**config.mk**
```make
export PLATFORM = sky130hd
export DESIGN_NAME = ws2812_string_driver_flat
export DESIGN_NICKNAME = d
export VERILOG_FILES = /design/src/rtl/ws2812_string_driver_if.sv /design/src/rtl/ws2812_string_driver.sv /design/src/flat_wrapper.sv
export SDC_FILE = /design/constraint.sdc
export NUM_CORES = 1
export LEC_CHECK = 0
export ABC_AREA = 1
export ABC_CLOCK_PERIOD_IN_PS = 2700
export CAP_MARGIN = 30
export CORE_UTILIZATION = 45
export CTS_BUF_LIST = sky130_fd_sc_hd__clkbuf_8 sky130_fd_sc_hd__clkbuf_16
export DETAILED_ROUTE_END_ITERATION = 6
export PLACE_DENSITY_LB_ADDON = 0.1
export SYNTH_ARGS = -nofsm -noshare
export SYNTH_HDL_FRONTEND = slang
export SYNTH_SLANG_ARGS = --single-unit
```
**constraint.sdc**
```tcl
create_clock -name wb_clk_i -period 2.7 [get_ports wb_clk_i]
set_input_delay 0.54 -clock wb_clk_i [delete_from_list [all_inputs] [get_ports wb_clk_i]]
set_output_delay 0.54 -clock wb_clk_i [all_outputs]
set_load 0.01 [all_outputs]
```
**src/rtl/ws2812_string_driver_if.sv**
```systemverilog
// ws2812_string_driver_if: valid/ready pixel stream into the WS2812 string driver.
//   in_valid  master->slave  pixel word valid
//   in_ready  slave->master  FIFO can accept a word this cycle
//   in_data   master->slave  24-bit {G,R,B} pixel, bit 23 sent first
//   in_last   master->slave  final pixel of a frame
interface ws2812_string_driver_if;
    logic        in_valid;
    logic        in_ready;
    logic [23:0] in_data;
    logic        in_last;

    modport master (output in_valid, in_data, in_last, input in_ready);
    modport slave  (input in_valid, in_data, in_last, output in_ready);
endinterface

```
**src/rtl/ws2812_string_driver.sv**
```systemverilog
// ws2812_string_driver: serializes queued 24-bit GRB pixels onto a single-wire WS2812 string.
//   wb_clk_i      clock
//   wb_rst_i      synchronous active-high reset
//   px            pixel stream (slave side of ws2812_string_driver_if)
//   underrun_clr  clears the sticky underrun flag
//   led_o         registered serial line to the LED string
//   busy_o        high while a frame is in progress or words are queued
//   frame_done_o  one-cycle pulse at the end of the latch period
//   underrun_o    sticky: the FIFO ran dry in the middle of a frame
//   fifo_level    current FIFO occupancy
module ws2812_string_driver #(
    parameter int T0H_CYC    = 16,
    parameter int T1H_CYC    = 32,
    parameter int TBIT_CYC   = 50,
    parameter int LATCH_CYC  = 2400,
    parameter int FIFO_DEPTH = 8
) (
    input  logic                        wb_clk_i,
    input  logic                        wb_rst_i,
    ws2812_string_driver_if.slave       px,
    input  logic                        underrun_clr,
    output logic                        led_o,
    output logic                        busy_o,
    output logic                        frame_done_o,
    output logic                        underrun_o,
    output logic [$clog2(FIFO_DEPTH):0] fifo_level
);
    localparam int AW = $clog2(FIFO_DEPTH);
    localparam int LW = AW + 1;
    // One counter serves both the bit period and the latch period.
    localparam int CW = $clog2((TBIT_CYC > LATCH_CYC) ? TBIT_CYC : LATCH_CYC);

    typedef enum logic [1:0] {IDLE, BIT, LATCH} state_t;

    logic [24:0]   mem [FIFO_DEPTH];
    logic [AW-1:0] wr_ptr, rd_ptr;
    logic [AW:0]   count;
    logic [24:0]   head;
    logic          push, pop, empty;

    state_t        state, state_n;
    logic [23:0]   shifter, shifter_n;
    logic          last_w, last_n;
    logic [4:0]    bitcnt, bitcnt_n;
    logic [CW-1:0] cyc, cyc_n;
    logic          set_ur, done, led_n;

    // in_ready ignores a same-cycle pop, so a full FIFO never accepts a word.
    assign px.in_ready = count != LW'(FIFO_DEPTH);
    assign push        = px.in_valid & px.in_ready;
    assign empty       = count == '0;
    assign head        = mem[rd_ptr];
    assign fifo_level  = count;
    assign busy_o      = (state != IDLE) || !empty;

    always_ff @(posedge wb_clk_i) begin
        if (push) mem[wr_ptr] <= {px.in_last, px.in_data};
    end

    always_comb begin
        state_n   = state;
        shifter_n = shifter;
        last_n    = last_w;
        bitcnt_n  = bitcnt;
        cyc_n     = cyc;
        pop       = 1'b0;
        set_ur    = 1'b0;
        done      = 1'b0;
        case (state)
            IDLE: begin
                if (!empty) begin
                    pop                 = 1'b1;
                    state_n             = BIT;
                    {last_n, shifter_n} = head;
                    bitcnt_n            = 5'd23;
                    cyc_n               = '0;
                end
            end
            BIT: begin
                if (cyc == CW'(TBIT_CYC - 1)) begin
                    cyc_n = '0;
                    if (bitcnt != 5'd0) begin
                        shifter_n = {shifter[22:0], 1'b0};
                        bitcnt_n  = bitcnt - 5'd1;
                    end else if (last_w) begin
                        state_n = LATCH;
                    end else if (!empty) begin
                        // Next pixel follows with no gap on the line.
                        pop                 = 1'b1;
                        {last_n, shifter_n} = head;
                        bitcnt_n            = 5'd23;
                    end else begin
                        // Truncate the frame: latch what was sent and flag it.
                        set_ur  = 1'b1;
                        state_n = LATCH;
                    end
                end else begin
                    cyc_n = cyc + 1'b1;
                end
            end
            LATCH: begin
                if (cyc == CW'(LATCH_CYC - 1)) begin
                    done    = 1'b1;
                    state_n = IDLE;
                    cyc_n   = '0;
                end else begin
                    cyc_n = cyc + 1'b1;
                end
            end
            default: state_n = IDLE;
        endcase
        // led_o is registered from the next state so the line is aligned with the bit counter.
        led_n = (state_n == BIT) &&
                (cyc_n < (shifter_n[23] ? CW'(T1H_CYC) : CW'(T0H_CYC)));
    end

    always_ff @(posedge wb_clk_i) begin
        if (wb_rst_i) begin
            state        <= IDLE;
            shifter      <= '0;
            last_w       <= 1'b0;
            bitcnt       <= '0;
            cyc          <= '0;
            wr_ptr       <= '0;
            rd_ptr       <= '0;
            count        <= '0;
            led_o        <= 1'b0;
            frame_done_o <= 1'b0;
            underrun_o   <= 1'b0;
        end else begin
            state        <= state_n;
            shifter      <= shifter_n;
            last_w       <= last_n;
            bitcnt       <= bitcnt_n;
            cyc          <= cyc_n;
            wr_ptr       <= wr_ptr + AW'(push);
            rd_ptr       <= rd_ptr + AW'(pop);
            count        <= count + LW'(push) - LW'(pop);
            led_o        <= led_n;
            frame_done_o <= done;
            // A new underrun wins over a clear in the same cycle.
            underrun_o   <= set_ur | (underrun_o & ~underrun_clr);
        end
    end
endmodule

```
**src/flat_wrapper.sv**
```systemverilog
// flat-port wrapper written by rule: the top's interface ports become plain ports
module ws2812_string_driver_flat 
#(
    parameter int T0H_CYC    = 16,
    parameter int T1H_CYC    = 32,
    parameter int TBIT_CYC   = 50,
    parameter int LATCH_CYC  = 2400,
    parameter int FIFO_DEPTH = 8
)
  (wb_clk_i, wb_rst_i, underrun_clr, led_o, busy_o, frame_done_o, underrun_o, fifo_level, px_in_valid, px_in_data, px_in_last, px_in_ready);
  ws2812_string_driver_if px_i ();
  input  logic wb_clk_i;
  input  logic wb_rst_i;
  input  logic underrun_clr;
  output logic led_o;
  output logic busy_o;
  output logic frame_done_o;
  output logic underrun_o;
  output logic [$clog2(FIFO_DEPTH):0] fifo_level;
  input wire logic [$bits(px_i.in_valid)-1:0] px_in_valid;
  input wire logic [$bits(px_i.in_data)-1:0] px_in_data;
  input wire logic [$bits(px_i.in_last)-1:0] px_in_last;
  output wire logic [$bits(px_i.in_ready)-1:0] px_in_ready;
  assign px_i.in_valid = px_in_valid;
  assign px_i.in_data = px_in_data;
  assign px_i.in_last = px_in_last;
  assign px_in_ready = px_i.in_ready;
  ws2812_string_driver #(.T0H_CYC(T0H_CYC), .T1H_CYC(T1H_CYC), .TBIT_CYC(TBIT_CYC), .LATCH_CYC(LATCH_CYC), .FIFO_DEPTH(FIFO_DEPTH)) u_core (.wb_clk_i(wb_clk_i), .wb_rst_i(wb_rst_i), .px(px_i), .underrun_clr(underrun_clr), .led_o(led_o), .busy_o(busy_o), .frame_done_o(frame_done_o), .underrun_o(underrun_o), .fifo_level(fifo_level));
endmodule
```
==> results.json <==
{
  "grt_max_degree": 55,
  "yosysSeqAreaShare_pct": 64.0,
  "slew_headroom_pct": 62.7,
  "critPathLaunchType": "register",
  "setup_viol": 0,
  "clk_pin_slew_ns": 0.06,
  "yosys_warnings": 0,
  "rsz0062_at_grt": "false",
  "grt_pass1_vias": 7504,
  "track_usage_pct": 21.5,
  "insertion_delay_ns": 0.55,
  "ios": 38,
  "vias": 7918,
  "dieArea_mm2": 0.0255,
  "period_minus_slack_ns": 2.58,
  "htreeDepth": 1,
  "synthFlopType": "edfxtp_1",
  "hold_violations": 0,
  "worstHoldEndpoint": "u_core.underrun_o",
  "diodes": 0,
  "hp-start": "u_core.underrun_o",
  "cts_tree": "yes",
  "postCtsSetupBuffers": 0,
  "antenna_found_initial": 0,
  "startpoint": "u_core.fifo_level[2]",
  "syn_nets": 1125,
  "layout-drive-gt1-share_pct": 11.4,
  "cts-buffers-inserted": 28,
  "drt_iter0_markers": 471,
  "max_cap_viol_count": 0,
  "end_kind": "primary output",
  "hold_path.class": "reg2reg",
  "slew_violations": 0,
  "synth_cells": 1080,
  "clock_sinks": 257,
  "drc": 0,
  "drt_first_pass_iters": 5,
  "synthArstFlopShare_pct": 0,
  "reg2reg_slack_ns": 0.23,
  "regToRegStartpoint": "u_core.cyc[8]",
  "critPathMaxFanout": 6,
  "min_path_cells": 2,
  "clock_skew_ns": 0.0109,
  "synthDistinctLibCells": 42,
  "gp_congestion": 0.865,
  "n_fill_cell": 2170,
  "syn_area_mm2": 0.0112,
  "worstRegToRegCells": 15,
  "wl_per_cell_um": 18.3,
  "synth_edf_count": 200,
  "grt_pass1_wl_um": 42100,
  "ir_drop_uv": 493,
  "die_x_um": 160,
  "routed_wl_um": 26800,
  "synthTopCellsByArea": "edfxtp_1, dfxtp_1, o21ai_0",
  "leakagePower_nw": 4.74,
  "cts-root-buf": "clkbuf_16",
  "tns_ns": 0,
  "core_area_mm2": 0.0243,
  "required_ns": 2.16,
  "via_per_inst": 5.40,
  "min_period_over_period_pct": 95.5,
  "syn-mean-instance-area_um2": 10.3,
  "r2r_end": "u_core.fifo_level[2]",
  "cts_max_path_buffers": 3,
  "io_buffer_count": 37,
  "drtAntennaViolNets": 0,
  "timing.hold.ws_ns": 0.472,
  "critPathKind": "reg2out",
  "synthToLayoutAreaGrowth_pct": 15.8,
  "die_y_um": 160,
  "synth_common_cells": "edfxtp_1, nor2_1, nand2_1, o21ai_0, nand3_1",
  "synth-seq-cells": 257,
  "row_count": 57,
  "netlist.area_leader.share_pct": 53.8,
  "arrival_ns": 2.04,
  "grt_overflow_total": 0,
  "clock.fmax_ghz": 0.388,
  "power_density_mw_per_mm2": 957,
  "worstMarginPinSlew_ns": 0.560,
  "synth_most_common_cell": "edfxtp_1",
  "start_util_pct": 45.9,
  "synth_top_cell_by_area": "edfxtp_1",
  "layout.nets": 1168,
  "status": "finished clean",
  "hpwl_um": 15600
}
-- layer usage --
metal | up-vias | track usage (%) | share of wire, %
met2 | 176 | 35.0 | 46
li1 | 3879 | - | -
met3 | 44 | 3.20 | 4.9
met4 | 0 | 5.38 | 2.1
met1 | 3819 | 30.2 | 46
met5 | - | 0 | 0
-- through the flow --
stage	std cells	total power, W	instance area (µm²)	util, %	setup slack (ns)
final	1466	0.0124	12900	53.2	0.120
after global routing	1466	0.0132	12900	53.2	0.0110
after CTS	1466	0.0125	12900	53.1	0.0636
after floorplan	1080	0.00765	11200	-	0.0681
after global placement	1417	0.00887	12100	49.6	0.258
after detailed placement	1417	0.00889	12100	49.6	0.215
-- registers in the layout, summed over array words and instances (netlist names), 2 cells and up --
name,count
u_core.cyc,12
u_core.rd_ptr,3
u_core.shifter,24
u_core.state,2
u_core.fifo_level,4
u_core.mem,200
u_core.wr_ptr,3
u_core.bitcnt,5
-- placed cells by master (no fill, tap or decap), drive strengths merged, types with 24 or more instances in the layout --
cell type	n
a21oi	38
nand2	160
clkbuf	28
edfxtp	200
nor2	164
dfxtp	57
nand3	72
a31oi	24
inv	79
clkdlybuf4s50	37
buf	35
o22ai	31
o21ai	126
-- final cells by class --
class                      count  area [µm²]  share of cell area, %
multi-input combinational    691        3510                   27.1
sequential                   257        7150                   55.3
clock buffer                  28         701                   5.42
tap                          324         405                   3.13
clock inverter                21         154                   1.19
timing repair buffer          72         746                   5.76
inverter                      73         274                   2.12
-- kinds of logic (layout without fill, tap and decap cells) --
group / Yosys count / after routing / share of synthesized area [%]
simple gates: 425 / 425 / 16.5
flops: 257 / 257 / 64.0
compound gates: 244 / 244 / 12.2
buf+inv: 132 / 194 / 4.98
fa+ha+maj: 16 / 16 / 1.86
xor+xnor: 6 / 6 / 0.470
-- critical path, stage by stage, from the launching register on --
cell and delay, ns:
dfxtp_1 0.33, inv_1 0.08, ha_1 0.24, nand2_4 0.13
inv_2 0.04, nand2_1 0.11, clkdlybuf4s50_1 0.55
-- worst max path at each step --
stage,slack (ns),endpoint,cells past startpoint
after detailed placement,0.22,u_core.fifo_level[2],14
after CTS,0.06,busy_o,6
after global routing,0.01,busy_o,6
after floorplan,0.07,u_core.mem[0][0],5
after global placement,0.26,u_core.fifo_level[2],15
final,0.12,busy_o,6
-- what timing repair did --
action / 4_1_cts / 5_1_grt
hold buffers: 0 / 0
resized for setup: 1 / 4
gates cloned: 0 / 0
setup endpoints to repair: 1 / 3
-- power by group --
group | leakage (nW) | switching [W] | internal (W)
combinational | 2.01 | 0.00252 | 0.00136
sequential | 2.28 | 0.000243 | 0.00471
clock | 0.454 | 0.00149 | 0.00206
Power figures use the tool's default switching activity.
==> patch, RTL diff (same settings) <==
Re-encode `state_t` (3 states) as one-hot, 3 bits wide.
--- a/src/rtl/ws2812_string_driver.sv
+++ b/src/rtl/ws2812_string_driver.sv
@@ -32,3 +32,3 @@
 
-    typedef enum logic [1:0] {IDLE, BIT, LATCH} state_t;
+    typedef enum logic [2:0] {IDLE = 3'b001, BIT = 3'b010, LATCH = 3'b100} state_t;
 
Behaviour: no difference found for any inputs over 10 cycles, from zero or initial values and one cycle with wb_rst_i high; not proved beyond that.
==> patch against the original RTL <==
Design area shrank 1.3%; maximum frequency grew 4.0%; via count shrank 2.8%; area after synthesis shrank 1.8%; synthesized cell count shrank 3.9%; routed wire length shrank 2.4%; power grew 5.3%; setup slack gained 0.099 ns; sequential cell count grew 1; highest routed layer unchanged.
==> patch: results (changes against the original RTL) <==
outcome = completed
number of buffers added by the clock tree synthesis step = 27 (-3.6%)
routed metal-1 wire length = 12.0 mm (-3.9%)
gr usage total = 21.8% (+0.37 points)
maximum frequency from static timing analysis = 0.403 GHz (+4.0%)
setup slack after placement = 0.170 ns (-0.0454 ns)
synthesized-area fraction occupied by ao, oa, aoi and oai cells = 13.5% (+1.2 points)
delay of the slowest critical-path stage = 0.38 ns (-0.17 ns)
placed wire-length estimate after detailed placement = 15.1 mm (-3.4%)
Wirelength per Cell = 18.4 um (+0.45%)
global routing met1 resource utilization = 30.0% (-0.15 points)
post-detailed-placement cell area = 11800 um^2 (-1.9%)
count of vias placed by the detailed router = 7695 (-2.8%)
post-synthesis sequential area ratio = 65.4% (+1.4 points)
number of instances in the synthesized netlist = 1038 (-3.9%)
kind of cell adding the most delay to the critical path = adder cells
cell types with the highest counts after synthesis = sky130_fd_sc_hd__edfxtp_1 (200), sky130_fd_sc_hd__nor2_1 (164), sky130_fd_sc_hd__nand2_1 (130)
wire length of the first global-routing pass = 41.2 mm (-2.2%)
routed wl met3 = 1.25 mm (-5.5%)
IR drop worst, VDD = 0.580 mV (+17%)
drt via density = 5.40 (about the same)
maximum net fanout on the critical path = 4 (-2)
count of distinct cell types in the synthesized netlist = 38 (-9.5%)
adder-cell share of the synthesized area = 1.89% (+0.035 points)
maximum number of pins on one net before global-route repair = 56 (+1.8%)
synth top area cells = sky130_fd_sc_hd__edfxtp_1 (55%), sky130_fd_sc_hd__dfxtp_1 (11%), sky130_fd_sc_hd__o21ai_0 (5.8%)
final hold slack = 0.460 ns (-0.0113 ns)
switching share of total power = 35.4% (+1.0 points)
share of cells above drive strength 1 = 9.86% (-1.5 points)
post-synthesis share of cell area spent on xor and xnor gates = 0.479% (+0.0089 points)
fin util = 53.9% (+0.74 points)
critical path class = reg2reg
met3 capacity usage during global routing = 2.71% (-0.49 points)
Post-Syn Nets = 1083 (-3.7%)
Leakage Power = 4.67 nW (-1.4%)
[patch: power groups by stage]
stage | Clock [mW] | Combinational, mW | Sequential [mW]
final | 3.76 | 4.30 | 4.98
after global routing | 3.99 | 4.90 | 5.03
after CTS | 3.83 | 4.33 | 4.97
after detailed placement | 0 | 4.31 | 5.05
after global placement | 0 | 4.28 | 5.05
after floorplan | 0 | 3.12 | 4.98
[patch: timing repair]
| item | in CTS | in global routing |
|---|---|---|
| setup endpoints to repair | 0 | 4 |
| gates resized for setup | 0 | 5 |
| setup buffers | 0 | 1 |
[patch: final cells by class]
class	count	area share, %
Inverter	68	2.00
Tap cell	319	3.12
Clock inverter	17	1.22
Timing Repair Buffer	71	5.50
Multi-Input combinational cell	658	26.1
Clock buffer	33	5.93
Sequential cell	258	56.1
